**config.mk**
```make
export PLATFORM = sky130hd
export DESIGN_NAME = serial_adder_ctrl
export DESIGN_NICKNAME = d
export VERILOG_FILES = /design/src/rtl/serial_adder_ctrl.sv
export SDC_FILE = /design/constraint.sdc
export NUM_CORES = 1
export LEC_CHECK = 0
export ABC_AREA = 1
export CAP_MARGIN = 25
export CORE_AREA = 2 2 57 59
export CTS_CLUSTER_DIAMETER = 100
export DETAILED_ROUTE_END_ITERATION = 16
export DIE_AREA = 0 0 59 61
export HOLD_SLACK_MARGIN = 0.03
export PLACE_DENSITY = 0.75
export SLEW_MARGIN = 15
export SYNTH_ARGS = -nofsm -noshare
export SYNTH_HDL_FRONTEND = slang
export SYNTH_SLANG_ARGS = --single-unit
export TNS_END_PERCENT = 10
```
**constraint.sdc**
```tcl
create_clock -name clk -period 1.4 [get_ports clk]
set_clock_uncertainty 0.1 [all_clocks]
set_input_delay 0.28 -clock clk [delete_from_list [all_inputs] [get_ports clk]]
set_output_delay 0.28 -clock clk [all_outputs]
set_load 0.01 [all_outputs]
```
**src/rtl/serial_adder_ctrl.sv**
```systemverilog
// serial_adder_ctrl
//   Bit-serial adder: one full-adder slice is reused for WIDTH cycles, consuming
//   the operand LSBs each cycle and shifting the sum in from the top.
//
//   Ports
//     clk    in   clock, all state on rising edge
//     rst_n  in   asynchronous active-low reset
//     start  in   begin an operation (only looked at while idle)
//     a, b   in   WIDTH-bit operands, captured with the accepted start
//     cin    in   initial carry, captured with the accepted start
//     sub    in   (SERIAL_ADDER_SUB_EN only) 1 = compute a-b, captured with start
//     sum    out  registered result, valid with done and afterwards while idle
//     cout   out  registered final carry (for subtraction: 1 = no borrow)
//     busy   out  high while bits are being processed
//     done   out  one-cycle completion pulse
//
//   Optional feature: define SERIAL_ADDER_SUB_EN to add the sub input.
//
//   Timing: start sampled on edge E0, bit-cycles on E1..E(WIDTH), done is high
//   after E(WIDTH) for one cycle, back in idle one edge later.

module serial_adder_ctrl #(
   parameter int unsigned WIDTH = 8
) (
   input  logic             clk,
   input  logic             rst_n,
   input  logic             start,
   input  logic [WIDTH-1:0] a,
   input  logic [WIDTH-1:0] b,
   input  logic             cin,
`ifdef SERIAL_ADDER_SUB_EN
   input  logic             sub,
`endif
   output logic [WIDTH-1:0] sum,
   output logic             cout,
   output logic             busy,
   output logic             done
);

   localparam int unsigned CntW = (WIDTH > 1) ? $clog2(WIDTH) : 1;
   localparam logic [CntW-1:0] CntLast = CntW'(WIDTH - 1);

   typedef enum logic [1:0] {StIdle, StRun, StDone} state_e;

   state_e state_q, state_d;

   logic [WIDTH-1:0] a_q, a_d;
   logic [WIDTH-1:0] b_q, b_d;
   logic [WIDTH-1:0] sum_q, sum_d;
   logic [CntW-1:0]  cnt_q, cnt_d;
   logic             carry_q, carry_d;
   logic             cout_q, cout_d;

   logic [WIDTH-1:0] b_load;
   logic             c_load;
   logic             slice_s, slice_co;
   logic             accept;

   // ---------------------------------------------------------------- state register
   always_ff @(posedge clk or negedge rst_n) begin
      if (!rst_n) begin
         state_q <= StIdle;
      end else begin
         state_q <= state_d;
      end
   end

   // ---------------------------------------------------------------- next state
   always_comb begin
      state_d = state_q;
      unique case (state_q)
         StIdle:  if (start) state_d = StRun;
         StRun:   if (cnt_q == CntLast) state_d = StDone;
         StDone:  state_d = StIdle;
         default: state_d = StIdle;
      endcase
   end

   // ---------------------------------------------------------------- outputs
   always_comb begin
      busy = (state_q == StRun);
      done = (state_q == StDone);
      sum  = sum_q;
      cout = cout_q;
   end

   // ---------------------------------------------------------------- datapath
   // Subtraction is a + ~b + 1, so only the loaded B value and initial carry change.
   always_comb begin
`ifdef SERIAL_ADDER_SUB_EN
      b_load = sub ? ~b : b;
      c_load = sub ? 1'b1 : cin;
`else
      b_load = b;
      c_load = cin;
`endif
   end

   // The single full-adder slice shared by every bit position.
   always_comb begin
      slice_s  = a_q[0] ^ b_q[0] ^ carry_q;
      slice_co = (a_q[0] & b_q[0]) | (carry_q & (a_q[0] ^ b_q[0]));
   end

   assign accept = (state_q == StIdle) && start;

   always_comb begin
      a_d     = a_q;
      b_d     = b_q;
      sum_d   = sum_q;
      cnt_d   = cnt_q;
      carry_d = carry_q;
      cout_d  = cout_q;
      if (accept) begin
         a_d     = a;
         b_d     = b_load;
         carry_d = c_load;
         cnt_d   = '0;
         sum_d   = '0;
      end else if (state_q == StRun) begin
         sum_d   = {slice_s, sum_q[WIDTH-1:1]};
         a_d     = a_q >> 1;
         b_d     = b_q >> 1;
         carry_d = slice_co;
         cnt_d   = cnt_q + 1'b1;
         // cout keeps the previous result until the last bit produces the new one
         if (cnt_q == CntLast) cout_d = slice_co;
      end
   end

   always_ff @(posedge clk or negedge rst_n) begin
      if (!rst_n) begin
         a_q     <= '0;
         b_q     <= '0;
         sum_q   <= '0;
         cnt_q   <= '0;
         carry_q <= 1'b0;
         cout_q  <= 1'b0;
      end else begin
         a_q     <= a_d;
         b_q     <= b_d;
         sum_q   <= sum_d;
         cnt_q   <= cnt_d;
         carry_q <= carry_d;
         cout_q  <= cout_d;
      end
   end

endmodule

```
==> impl_metrics.yaml <==
pwr:
  ir_worst_vdd_v: 0.0007185
  p_leak_nw: 0.9041
  total_power_mw: 3.378
  swShare_pct: 38.77
  comb_power_share_pct: 42.6
  p_per_area_nw_per_um2: 1843
  p_clk_share_pct: 14.3
  p_switching_mw: 1.310
  p_int_mw: 2.068
  seqPwrFrac_pct: 43.1
worst_setup_path:
  reg2reg_from: "state_q[1]$_DFFE_PN0P_"
  r2r-end: "cnt_q[0]$_DFFE_PN0P_"
  end_kind: "output port"
  reg2reg_slack_ns: 0.12
  critPathLaunchType: "flip-flop"
  required_ns: 1.02
  cp_max_fo: 3
  worstSetupPathType: "reg2out"
  crit_arrival_ns: 1.01
  reg2regPathDepth: 6
die:
  io_pins: 31
  core_area_um2: 2953
  row_count: 20
  die_h_um: 61
  die_area_um2: 3599
  die_x_um: 59
  initial_core_util_pct: 47.54
sta:
  rsz0062_at_grt: "yes"
  max_freq_mhz: 720.9
  hold_slack_ns: 0.2118
  setup_viol: 0
  slew_headroom_pct: 83.26
  fin_crit_ns: 1.387
  slew_viol_final: 0
  hold_viol_final: 0
  worstMarginPinSlew_ns: 0.2511
  fin_crit_sh_pct: 99.09
drt:
  wl_per_cell_um: 12.69
  dr.pass1.iters: 4
  vias: 1225
  drc: 0
  drtIter0Drc: 60
  routed_wl_um: 2918
  viasPerCell: 5.326
  ant_nets: 0
place:
  place.detailed.hpwl_um: 2078
  port_buffers: 30
  gp_congestion: 0.7798
finish:
  area_growth_pct: 30.57
  drive_gt1_share_pct: 11.68
  nets: 219
  n_antenna_cell: 0
  fillers: 267
min_path:
  hold_path.class: "in2async"
cts:
  cts-root-buf: "clkbuf_4"
  clk_pin_slew_worst_paths_ns: 0.09
  cts.sinks: 31
  cts_buffers: 5
  cts_max_level: 2
  clk_latency_ns: 0.32
  cts_setup_buffers: 0
  cts_tree: "yes"
  clockBufferDepth: 2
grt:
  track_usage_pct: 18.40
  grt_pass1_wl_um: 4947
  grt_pass1_vias: 1163
  grt_max_degree: 32
  antenna_found_initial: 0
  overflow: 0
synthesis:
  synth_cell_types: 12
  synth_cells: 161
  ys_seq_area_share_pct: 55.26
  netlist_area_um2: 1404
  ys_ff_latch: 31
  yosysWarnings: 0
  synth_nets: 184
  syn_area_per_cell_um2: 8.720
status:
  status: "complete, no violations"
run:
  drv_cap: 0
## cell usage after synthesis (all sizes together)
cell type | n | area share, %
o21ai | 4 | 1.4
dfrtp | 31 | 55
nor2 | 5 | 1.9
buf | 10 | 4.1
ha | 2 | 1.8
nand3 | 58 | 21
nand2 | 42 | 11
fa | 1 | 1.4
clkbuf | 1 | 0.36
inv | 7 | 1.9
## through the flow
| stage | instance area [um2] | utilization [%] | worst slack (ns) | std cells | setup TNS (ns) |
|---|---|---|---|---|---|
| floorplan | 1404 | - | 0.2206 | 161 | 0 |
| global placement | 1775 | 60.13 | -0.06339 | 222 | -0.1134 |
| global route | 1833 | 62.08 | -0.04716 | 230 | -0.07948 |
| detailed placement | 1775 | 60.13 | -0.08458 | 222 | -0.4362 |
| finish | 1833 | 62.08 | 0.01275 | 230 | 0 |
| CTS | 1813 | 61.40 | -0.01797 | 230 | -0.01797 |
## worst max path at each step
stage | to | depth (start not counted) | slack [ns] | from
detailed placement | b_q[7]$_DFFE_PN0P_ | 6 | -0.08 | start
floorplan | sum[7]$_DFFE_PN0P_ | 3 | 0.22 | a_q[0]$_DFFE_PN0P_
finish | done | 3 | 0.01 | state_q[1]$_DFFE_PN0P_
global route | done | 3 | -0.05 | state_q[1]$_DFFE_PN0P_
global placement | done | 3 | -0.06 | state_q[1]$_DFFE_PN0P_
CTS | done | 3 | -0.02 | state_q[1]$_DFFE_PN0P_
## layout make-up
cell class                      instances  area (um2)  area share (%)
Sequential cell                        31       775.7           42.32
Multi-Input combinational cell        112       546.8           29.83
Timing Repair Buffer                   39       392.9           21.43
Clock buffer                            7       45.04           2.457
Tap cell                               33       41.29           2.253
Inverter                                7       26.28           1.433
Clock inverter                          1       5.005          0.2730
## cells by family after synthesis
| group | synth area share [%] |
|---|---|
| and+or+nand+nor | 33.78 |
| DFF | 55.26 |
| buffers and inverters | 6.328 |
| AOI/OAI and AO/OA | 1.426 |
| adders and majority gates | 3.208 |
## what timing repair did
item,CTS,global route
pin swaps,0,0
gates resized for setup,25,8
setup endpoints to repair,11,31
endpoints found under the hold margin,0,0
hold buffers,0,0
## per-layer routing
layer	routed length, um	track usage, %	vias to the layer above
li1	-	-	604
met1	1284	21.23	580
met2	1435	32.70	34
met3	160	5.117	7
met4	38	6.818	0
met5	0	0	-
## worst max-delay path, stage by stage (launching register included)
cell	delay [ns]
dfrtp_1	0.43
inv_2	0.06
nor2_2	0.07
buf_2	0.13
## flip-flops by register name, summed over array words and instances (netlist names)
name     cells
a_q          8
cout         1
b_q          8
sum          8
state_q      2
cnt_q        3
carry_q      1
## power by group through the flow
stage	registers, mW	logic, mW	clock network [mW]
after floorplan	1.49	0.851	0
after global placement	1.45	1.43	0
after CTS	1.46	1.41	0.498
after global routing	1.50	1.62	0.532
after detailed placement	1.47	1.48	0
final	1.45	1.44	0.485
## cells in the final DEF, fill, tap and decap left out, types with 2 or more instances in the layout
| master | synthesis | final |
|---|---|---|
| buf_12 | 0 | 2 |
| buf_4 | 3 | 6 |
| buf_6 | 0 | 2 |
| clkbuf_1 | 0 | 2 |
| clkbuf_4 | 0 | 5 |
| clkdlybuf4s15_1 | 0 | 9 |
| clkdlybuf4s50_1 | 0 | 19 |
| dfrtp_1 | 31 | 31 |
| ha_1 | 2 | 2 |
| inv_1 | 7 | 5 |
| inv_2 | 0 | 2 |
| nand2_1 | 42 | 41 |
| nand3_1 | 58 | 58 |
| nor2_1 | 4 | 2 |
| nor2_2 | 0 | 2 |
| o21ai_0 | 4 | 4 |
Note: power is estimated with default switching activity, not from simulation.
